--- config.mk ---
export PLATFORM = sky130hd
export DESIGN_NAME = tcp_seg_sender_flat
export DESIGN_NICKNAME = d
export VERILOG_FILES = /design/src/rtl/tcp_seg_sender_pkg.sv /design/src/rtl/tcp_seg_sender_if.sv /design/src/rtl/tcp_seg_sender_retx_timer.sv /design/src/rtl/tcp_seg_sender.sv /design/src/flat_wrapper.sv
export SDC_FILE = /design/constraint.sdc
export NUM_CORES = 1
export LEC_CHECK = 0
export BUFFER_PORTS_ARGS = -buffer_cell sky130_fd_sc_hd__clkbuf_2
export CORE_UTILIZATION = 47
export DETAILED_ROUTE_END_ITERATION = 8
export PLACE_DENSITY = 0.74
export SYNTH_ARGS = -nofsm -noshare
export SYNTH_HDL_FRONTEND = slang
export SYNTH_HIERARCHICAL = 1
export SYNTH_SLANG_ARGS = --single-unit
--- constraint.sdc ---
create_clock -name clk -period 1.76 [get_ports clk]
set_input_delay 0.264 -clock clk [delete_from_list [all_inputs] [get_ports clk]]
set_output_delay 0.264 -clock clk [all_outputs]
set_load 0.05 [all_outputs]
--- src/rtl/tcp_seg_sender_pkg.sv ---
// Shared TCP model definitions: FSM states and header field constants.
// Used by the sending endpoint now and by the receiver endpoint later.
package tcp_pkg;

    localparam int unsigned SEQ_W    = 3;
    localparam int unsigned NIBBLE_W = 4;
    localparam logic        DATA_FLAG = 1'b1;
    localparam logic        ACK_FLAG  = 1'b0;

    typedef enum logic [1:0] {
        StIdle,
        StSend,
        StWaitAck,
        StFail
    } state_e;

    function automatic logic [NIBBLE_W-1:0] data_hdr(input logic [SEQ_W-1:0] seq);
        return {DATA_FLAG, seq};
    endfunction

endpackage

--- src/rtl/tcp_seg_sender_if.sv ---
// Sender bundle: application handshake, forward segment channel, reverse ack channel, status.
// bad_ack_count exists only when TCP_SEG_SENDER_ACKCHK_EN is defined.
interface tcp_seg_sender_if;
    import tcp_pkg::*;

    logic                app_valid;
    logic [NIBBLE_W-1:0] app_data;
    logic                app_ready;
    logic                val;
    logic [NIBBLE_W-1:0] data1;
    logic [NIBBLE_W-1:0] data2;
    logic                ack_val;
    logic [NIBBLE_W-1:0] ack_data1;
    logic [NIBBLE_W-1:0] ack_data2;
    logic                fail;
    logic [7:0]          sent_count;
`ifdef TCP_SEG_SENDER_ACKCHK_EN
    logic [3:0]          bad_ack_count;
`endif

    modport master (
        input  app_valid, app_data, ack_val, ack_data1, ack_data2,
`ifdef TCP_SEG_SENDER_ACKCHK_EN
        output bad_ack_count,
`endif
        output app_ready, val, data1, data2, fail, sent_count
    );

    modport slave (
        output app_valid, app_data, ack_val, ack_data1, ack_data2,
`ifdef TCP_SEG_SENDER_ACKCHK_EN
        input  bad_ack_count,
`endif
        input  app_ready, val, data1, data2, fail, sent_count
    );

endinterface

--- src/rtl/tcp_seg_sender_retx_timer.sv ---
// Per-segment ack timer and retransmission counter for the stop-and-wait sender.
module tcp_retx_timer #(
    parameter int unsigned TIMEOUT  = 8,
    parameter int unsigned MAX_RETX = 3
) (
    input  logic clk,
    input  logic reset,
    input  logic run_i,
    input  logic retx_clr_i,
    input  logic retx_inc_i,
    output logic done_o,
    output logic exhausted_o
);

    logic [3:0] timer_q, timer_d;
    logic [2:0] retx_q, retx_d;

    // Timer only counts while waiting; any other cycle restarts it from zero.
    always_comb begin
        timer_d = run_i ? timer_q + 4'd1 : 4'd0;
        retx_d  = retx_q;
        if (retx_clr_i) begin
            retx_d = '0;
        end else if (retx_inc_i) begin
            retx_d = retx_q + 3'd1;
        end
    end

    always_ff @(posedge clk or posedge reset) begin
        if (reset) begin
            timer_q <= '0;
            retx_q  <= '0;
        end else begin
            timer_q <= timer_d;
            retx_q  <= retx_d;
        end
    end

    assign done_o      = (timer_q == 4'(TIMEOUT - 1));
    assign exhausted_o = (retx_q == 3'(MAX_RETX));

endmodule

--- src/rtl/tcp_seg_sender.sv ---
// Stop-and-wait TCP segment sender with timeout retransmit and sticky failure.
// Define TCP_SEG_SENDER_ACKCHK_EN to require ack_data2 == ~ack_data1 and count bad acks.
module tcp_seg_sender
    import tcp_pkg::*;
#(
    parameter int unsigned TIMEOUT  = 8,
    parameter int unsigned MAX_RETX = 3
) (
    input  logic               clk,
    input  logic               reset,
    tcp_seg_sender_if.master   bus
);

    state_e              state_q, state_d;
    logic [SEQ_W-1:0]    seq_q, seq_d;
    logic [NIBBLE_W-1:0] payload_q, payload_d;
    logic [7:0]          sent_q, sent_d;
    logic                val_q, val_d;
    logic [NIBBLE_W-1:0] data1_q, data1_d;
    logic [NIBBLE_W-1:0] data2_q, data2_d;
    logic                fail_q, fail_d;
    logic                run, retx_clr, retx_inc, tmr_done, tmr_exhausted;
    logic                ack_hdr_ok, ack_chk_ok, ack_ok;

    tcp_retx_timer #(
        .TIMEOUT  (TIMEOUT),
        .MAX_RETX (MAX_RETX)
    ) u_retx_timer (
        .clk         (clk),
        .reset       (reset),
        .run_i       (run),
        .retx_clr_i  (retx_clr),
        .retx_inc_i  (retx_inc),
        .done_o      (tmr_done),
        .exhausted_o (tmr_exhausted)
    );

    assign ack_hdr_ok = bus.ack_val && (bus.ack_data1[3] == ACK_FLAG) &&
                        (bus.ack_data1[SEQ_W-1:0] == seq_q);

`ifdef TCP_SEG_SENDER_ACKCHK_EN
    logic [3:0] bad_q, bad_d;

    assign ack_chk_ok = (bus.ack_data2 == ~bus.ack_data1);

    always_comb begin
        bad_d = bad_q;
        if ((state_q == StWaitAck) && bus.ack_val && !ack_chk_ok && (bad_q != 4'hF)) begin
            bad_d = bad_q + 4'd1;
        end
    end

    always_ff @(posedge clk or posedge reset) begin
        if (reset) begin
            bad_q <= '0;
        end else begin
            bad_q <= bad_d;
        end
    end

    assign bus.bad_ack_count = bad_q;
`else
    logic unused_ack_data2;
    assign unused_ack_data2 = ^bus.ack_data2;
    assign ack_chk_ok       = 1'b1;
`endif

    assign ack_ok = ack_hdr_ok && ack_chk_ok;

    // An ack is tested before the timeout, so an ack on the expiry cycle wins.
    always_comb begin
        state_d   = state_q;
        seq_d     = seq_q;
        payload_d = payload_q;
        sent_d    = sent_q;
        run       = 1'b0;
        retx_clr  = 1'b0;
        retx_inc  = 1'b0;
        unique case (state_q)
            StIdle: begin
                if (bus.app_valid) begin
                    payload_d = bus.app_data;
                    retx_clr  = 1'b1;
                    state_d   = StSend;
                end
            end
            StSend: state_d = StWaitAck;
            StWaitAck: begin
                run = 1'b1;
                if (ack_ok) begin
                    seq_d   = seq_q + 1'b1;
                    sent_d  = sent_q + 8'd1;
                    state_d = StIdle;
                end else if (tmr_done) begin
                    if (tmr_exhausted) begin
                        state_d = StFail;
                    end else begin
                        retx_inc = 1'b1;
                        state_d  = StSend;
                    end
                end
            end
            StFail:  state_d = StFail;
            default: state_d = StIdle;
        endcase
        // Outputs are registered against the next state so val lines up with SEND.
        val_d   = (state_d == StSend);
        data1_d = val_d ? data_hdr(seq_d) : '0;
        data2_d = val_d ? payload_d : '0;
        fail_d  = fail_q || (state_d == StFail);
    end

    always_ff @(posedge clk or posedge reset) begin
        if (reset) begin
            state_q   <= StIdle;
            seq_q     <= '0;
            payload_q <= '0;
            sent_q    <= '0;
            val_q     <= 1'b0;
            data1_q   <= '0;
            data2_q   <= '0;
            fail_q    <= 1'b0;
        end else begin
            state_q   <= state_d;
            seq_q     <= seq_d;
            payload_q <= payload_d;
            sent_q    <= sent_d;
            val_q     <= val_d;
            data1_q   <= data1_d;
            data2_q   <= data2_d;
            fail_q    <= fail_d;
        end
    end

    assign bus.app_ready  = (state_q == StIdle) && !reset;
    assign bus.val        = val_q;
    assign bus.data1      = data1_q;
    assign bus.data2      = data2_q;
    assign bus.fail       = fail_q;
    assign bus.sent_count = sent_q;

endmodule

--- src/flat_wrapper.sv ---
// flat-port wrapper written by rule: the top's interface ports become plain ports
module tcp_seg_sender_flat import tcp_pkg::*;
#(
    parameter int unsigned TIMEOUT  = 8,
    parameter int unsigned MAX_RETX = 3
)
  (clk, reset, bus_app_valid, bus_app_data, bus_ack_val, bus_ack_data1, bus_ack_data2, bus_app_ready, bus_val, bus_data1, bus_data2, bus_fail, bus_sent_count);
  tcp_seg_sender_if bus_i ();
  input  logic clk;
  input  logic reset;
  input wire logic [$bits(bus_i.app_valid)-1:0] bus_app_valid;
  input wire logic [$bits(bus_i.app_data)-1:0] bus_app_data;
  input wire logic [$bits(bus_i.ack_val)-1:0] bus_ack_val;
  input wire logic [$bits(bus_i.ack_data1)-1:0] bus_ack_data1;
  input wire logic [$bits(bus_i.ack_data2)-1:0] bus_ack_data2;
  output wire logic [$bits(bus_i.app_ready)-1:0] bus_app_ready;
  output wire logic [$bits(bus_i.val)-1:0] bus_val;
  output wire logic [$bits(bus_i.data1)-1:0] bus_data1;
  output wire logic [$bits(bus_i.data2)-1:0] bus_data2;
  output wire logic [$bits(bus_i.fail)-1:0] bus_fail;
  output wire logic [$bits(bus_i.sent_count)-1:0] bus_sent_count;
  assign bus_i.app_valid = bus_app_valid;
  assign bus_i.app_data = bus_app_data;
  assign bus_i.ack_val = bus_ack_val;
  assign bus_i.ack_data1 = bus_ack_data1;
  assign bus_i.ack_data2 = bus_ack_data2;
  assign bus_app_ready = bus_i.app_ready;
  assign bus_val = bus_i.val;
  assign bus_data1 = bus_i.data1;
  assign bus_data2 = bus_i.data2;
  assign bus_fail = bus_i.fail;
  assign bus_sent_count = bus_i.sent_count;
  tcp_seg_sender #(.TIMEOUT(TIMEOUT), .MAX_RETX(MAX_RETX)) u_core (.clk(clk), .reset(reset), .bus(bus_i));
endmodule
# --- Yosys cells after proc, flatten, opt, wreduce, memory -nomap -nowiden ---
# Index checks and enable logic that the tools add are counted.
# W data, S select, Z words.
word_totals:
  regBits: 34
  output_inout_bits: 19
  word_cells: 52
op_classes:
  addsub: 4
  n_eq_ne: 8
  mux: 21
  bitwise: 1
  n_reduce_logical: 8
ops:
  columns: ["op", "count"]
  rows:
  - ["$mux W4", 5]
  - ["$mux W3", 4]
  - ["$add A8 B1 Y8 const B", 1]
  - ["$mux W2", 4]
  - ["$pmux W2 S4", 1]
  - ["$mux W1", 7]
  - ["$add A3 B1 Y3 const B", 2]
  - ["$eq A2 B2 Y1 const B", 3]
  - ["$add A4 B1 Y4 const B", 1]
  - ["$eq A2 B1 Y1 const B", 2]
  - ["$eq A4 B3 Y1 const B", 1]
  - ["$eq A3 B2 Y1 const B", 1]
  - ["$eq A3 B3 Y1", 1]
  - ["$logic_and A1 B1 Y1", 3]
  - ["$logic_not A2 Y1", 1]
  - ["$reduce_and A2 Y1", 1]
  - ["$reduce_bool A2 Y1", 1]
  - ["$logic_not A1 Y1", 1]
  - ["$logic_or A1 B1 Y1", 1]
  - ["$not A1 Y1", 1]

# --- Longest topological paths before layout ---
logic_depth:
  depth_word: 7
  mapped_depth: 7

# --- By module ---
# Netlist, hierarchy kept.
modules_own_cells:
  columns: ["module", "instances", "cells_each", "area_per_inst_um2", "seq_area_each_um2"]
  rows:
  - ["tcp_seg_sender", 1, 93, 1109.8, 650.6]
  - ["tcp_retx_timer", 1, 28, 317.8, 175.2]

# --- Worst setup path before layout ---
# No wires, ideal clock.
synth_path:
  path_type: "reg-to-output"
  from: "reg u_core.state_q[1]"
  to: "out bus_app_ready"
  arrival_time_ps: 1533
  required_time_ps: 1496
  setup_slack_ps: -37
  stages_incl_launch_ff: 2
  n_path_buf: 0
  cell_sequence: "dfrtp_1 nor3_1"
synth_between:
  elab_chain_len: 2
synth_lines:
  columns: ["item", "line_no", "source"]
  rows:
  - ["start: declaration", "tcp_seg_sender.sv:14", "state_e state_q, state_d;"]
  - ["start signal: assignment", "tcp_seg_sender.sv:115", "state_q <= StIdle;"]
  - ["start signal: assignment", "tcp_seg_sender.sv:124", "state_q <= state_d;"]
  - ["$logic_not A2 Y1", "tcp_seg_sender.sv:135", "assign bus.app_ready = (state_q == StIdle) && !reset;"]
  - ["$logic_and A1 B1 Y1", "tcp_seg_sender.sv:135", null]
  - ["end: declaration", "flat_wrapper.sv:16", "output wire logic [$bits(bus_i.app_ready)-1:0] bus_app_ready;"]
# Every way passes these cells.

# --- Worst setup path after layout ---
layout_path:
  from: "reg u_core.state_q[0]"
  to: "reg u_core.data1_q[2], in the netlist u_core/bus.data1[2]"
layout_between:
  elab_chain_len: 5
  elab_cells_between_ends: 11
layout_lines:
  columns: ["item", "line_no", "source"]
  rows:
  - ["$mux W2", "tcp_seg_sender.sv:94", "end else if (tmr_done) begin"]
  - ["$mux W2", "tcp_seg_sender.sv:90", "if (ack_ok) begin"]
  - ["$pmux W2 S4", "tcp_seg_sender.sv:79", "unique case (state_q)"]
  - ["$eq A2 B1 Y1", "tcp_seg_sender.sv:107", "val_d = (state_d == StSend);"]
  - ["$mux W4 (*)", "tcp_seg_sender.sv:108", "data1_d = val_d ? data_hdr(seq_d) : '0;"]
  - ["named net u_core.data1_d[2]", "tcp_seg_sender.sv:19", "logic [NIBBLE_W-1:0] data1_q, data1_d;"]
  - ["end signal: assignment", "tcp_seg_sender.sv:129", "data1_q <= data1_d;"]
  - ["end: declaration", "tcp_seg_sender.sv:19", null]
# Mark *: on every way through the listed nets, which the timed path passes. The rest lies on a longest branch.
# A chain may end at the register's enable or synchronous reset.

==> metrics.txt <==
fill cell count 229; max-cap violations 0; die height 57.1 µm; Critical Path RT 2.02 ns; Post-Synthesis Cells 121; clock transition at the registers of the reported paths 0.09 ns; DR iter-0 viols 34; first-pass GRT wire length 4550 µm; status complete, but fails checks; final instance area 0.00182 mm²; yosys warns 6; fin crit period 1.75 ns; # IOs 35; Setup crit start kind flip-flop; Setup violations, final 0; Worst Skew 0.00669 ns; dpl hpwl 1960 µm; highest clock rate 570 MHz; GRT overflow 0; post-synthesis area per instance 11.8 µm²; Lkg Pwr 0.945 nW; delay-heaviest family, CP simple AND/OR/NAND/NOR gates; DRC viols 3; initial antenna violation count 0; CTS buffer count 5; root buffer cell clkbuf_4; area delta synth->final 27.3%; TritonRoute pass-1 iters 6; H-tree levels 2; total track usage 0.188; share of layout cells above drive strength 1 0.368; routed vias/inst 5.21; Yosys reg bits 33; RSZ-0062 raised after global routing yes; VDD IR max 728 µV; antenna cell count 0; Synth Net Count 142; Routed Antenna Nets 0; dpl cell area 0.00170 mm²; Arrival @ worst endpoint 2.02 ns; Crit. End Element flip-flop; slowest stage cell, crit path or4_4; PwrDens 1270 mW/mm²; nets 192; Max FO, Critical Path 5; vias in the first global route 1088; Seq/Total Area, Yosys 0.578; clock sinks 33; hold crit path type input port to flip-flop; largest net degree at the start of global routing 27; port bufs 30; post-synthesis cell type count 32; chip width 57.1 µm; Routed WL 2710 µm; clk_lat worst skew 0.32 ns; number of placement rows 19; Pwr Total 2.31 mW; WS Path Type flip-flop to flip-flop; Bufs on Longest Clock Path 2; area of the multi-input gates 594 µm²; Period Utilization, post-route 0.997; CTS tree built; violated checks DRC; CP max stage delay 0.60 ns; Cell Chain, Critical Path nand4bb_1 > or4_4 > or3_4 > a21oi_2; drt wl/cell 13.4 µm; Worst Max-Slew Pin Slew 0.323 ns; Hold WS 0.187 ns; Max Slew Vio Count 0; Routability Congestion 0.783; Die Footprint 0.00326 mm²; DR vias 1052; core area 0.00281 mm²; Mapped Area 0.00143 mm²; WP buf/inv 0; Rel. slew slack 0.783; storage element area 826 µm²; final hold violations 0; Starting Density 0.509
-- final cells by class --
class | count | share of cell area
inverter | 8 | 0.0165
clock buffer | 7 | 0.0303
sequential | 33 | 0.455
timing repair buffer | 46 | 0.150
tap | 31 | 0.0213
multi-input combinational | 77 | 0.327
-- per-layer routing --
layer	up-vias	share of wire	GRT usage
met5	-	0	0
met1	513	0.40	0.211
li1	511	-	-
met3	8	0.039	0.0680
met2	20	0.54	0.323
met4	0	0.021	0.0836
-- metrics by stage --
| step | setup WS, ns | util | setup TNS, ns | std cells |
|---|---|---|---|---|
| 2_1_floorplan | 0.000414 | - | 0 | 121 |
| 3_3_place_gp | 0.0192 | 0.606 | 0 | 191 |
| 3_5_place_dp | -0.00270 | 0.606 | -0.00270 | 191 |
| 4_1_cts | 0.0378 | 0.633 | 0 | 199 |
| 5_1_grt | -0.0589 | 0.648 | -0.185 | 202 |
| 6_report | 0.00514 | 0.648 | 0 | 202 |
-- logic make-up (layout without fill, tap and decap cells) --
group / count (synthesis) / in the layout / share of synthesized area
AND/OR/NAND/NOR: 39 / 39 / 0.151
flip-flops: 33 / 33 / 0.578
AO/OA/AOI/OAI: 13 / 13 / 0.0614
XOR/XNOR: 13 / 13 / 0.0798
buffers and inverters: 11 / 61 / 0.0324
multiplexers: 7 / 7 / 0.0535
adder cells (fa/ha/maj): 5 / 5 / 0.0438
-- worst register-to-register path, cell delays in order (launching register included) --
cell	delay [ns]
dfrtp_1	0.39
nand4bb_1	0.21
or4_4	0.60
or3_4	0.37
a21oi_2	0.13
-- report_power, final --
group,total [mW],switching [mW],internal [mW]
Sequential,1.05,0.112,0.934
Clock,0.417,0.228,0.188
Combinational,0.851,0.489,0.362
Total,2.31,0.830,1.48
-- final timing paths --
check	from	end	slack, ns	depth (start not counted)
min in group asynchronous	reset	u_core/u_retx_timer/retx_q[1]$_DFFE_PP0P_	0.44	3
setup / recovery	u_core/state_q[0]$_DFF_PP0_	u_core/bus.data1[2]$_DFF_PP0_	0.005	4
hold / removal	bus_app_data[0]	u_core/payload_q[0]$_DFF_PP0_	0.19	2
setup reg to reg	u_core/state_q[0]$_DFF_PP0_	u_core/bus.data1[2]$_DFF_PP0_	0.005	4
hold reg to reg	u_core/bus.sent_count[7]$_DFFE_PP0P_	u_core/bus.sent_count[7]$_DFFE_PP0P_	0.48	1
max in group asynchronous	reset	u_core/payload_q[2]$_DFF_PP0_	0.94	4
-- state kept, by name (all words and copies together) (netlist names) --
name                         flops
u_core/u_retx_timer/timer_q      4
u_core/u_retx_timer/retx_q       3
u_core/bus.data1                 4
u_core/payload_q                 4
u_core/bus.fail                  1
u_core/bus.sent_count            8
u_core/bus.data2                 4
u_core/seq_q                     3
u_core/state_q                   2
-- what timing repair did --
item / CTS / global route
endpoints found under the setup margin: 3 / 8
buffers inserted: 0 / 3
hold buffers: 1 / 0
gates cloned: 0 / 0
hold endpoints to repair: 14 / 0
gates resized for setup: 2 / 5
pin swaps: 0 / 3
-- cell usage in the layout, fill, tap and decap left out, drive strengths merged, types with 3 or more instances in the layout --
cell | Yosys | routed
xnor2 | 9 | 9
ha | 5 | 5
nor2 | 4 | 4
mux2 | 5 | 5
xor2 | 4 | 4
nand2 | 9 | 9
and3 | 3 | 3
o21a | 3 | 3
clkbuf | 2 | 37
nor2b | 4 | 4
nand4 | 4 | 4
inv | 8 | 8
dfrtp | 33 | 33
buf | 1 | 15
nand2b | 4 | 4
o21ai | 3 | 3
-- Yosys cell counts, drive strengths merged --
| cell type | n | area, µm² |
|---|---|---|
| nor3b | 1 | 7.51 |
| o21bai | 1 | 7.51 |
| nor3 | 2 | 10.0 |
| nand3 | 1 | 5.00 |
| or3 | 1 | 6.26 |
| nand4 | 4 | 25.0 |
| o21a | 3 | 22.5 |
| and2 | 2 | 12.5 |
| dfrtp | 33 | 826 |
| a21o | 1 | 7.51 |
| xnor2 | 9 | 78.8 |
| buf | 1 | 7.51 |
| nor4 | 2 | 12.5 |
| nand4bb | 1 | 11.3 |
| nand2 | 9 | 33.8 |
| o31a | 1 | 8.76 |
| inv | 8 | 30.0 |
| mux2i | 2 | 20.0 |
| o41ai | 1 | 8.76 |
| or4 | 1 | 7.51 |
| xor2 | 4 | 35.0 |
| clkbuf | 2 | 8.75 |
| ha | 5 | 62.6 |
| nand2b | 4 | 25.0 |
| a211oi | 1 | 7.51 |
| o21ai | 3 | 15.0 |
| nor2b | 4 | 25.0 |
| mux2 | 5 | 56.3 |
| nor2 | 4 | 15.0 |
| a21oi | 2 | 10.0 |
| and3 | 3 | 18.8 |
Note: power is estimated with default switching activity, not from simulation.
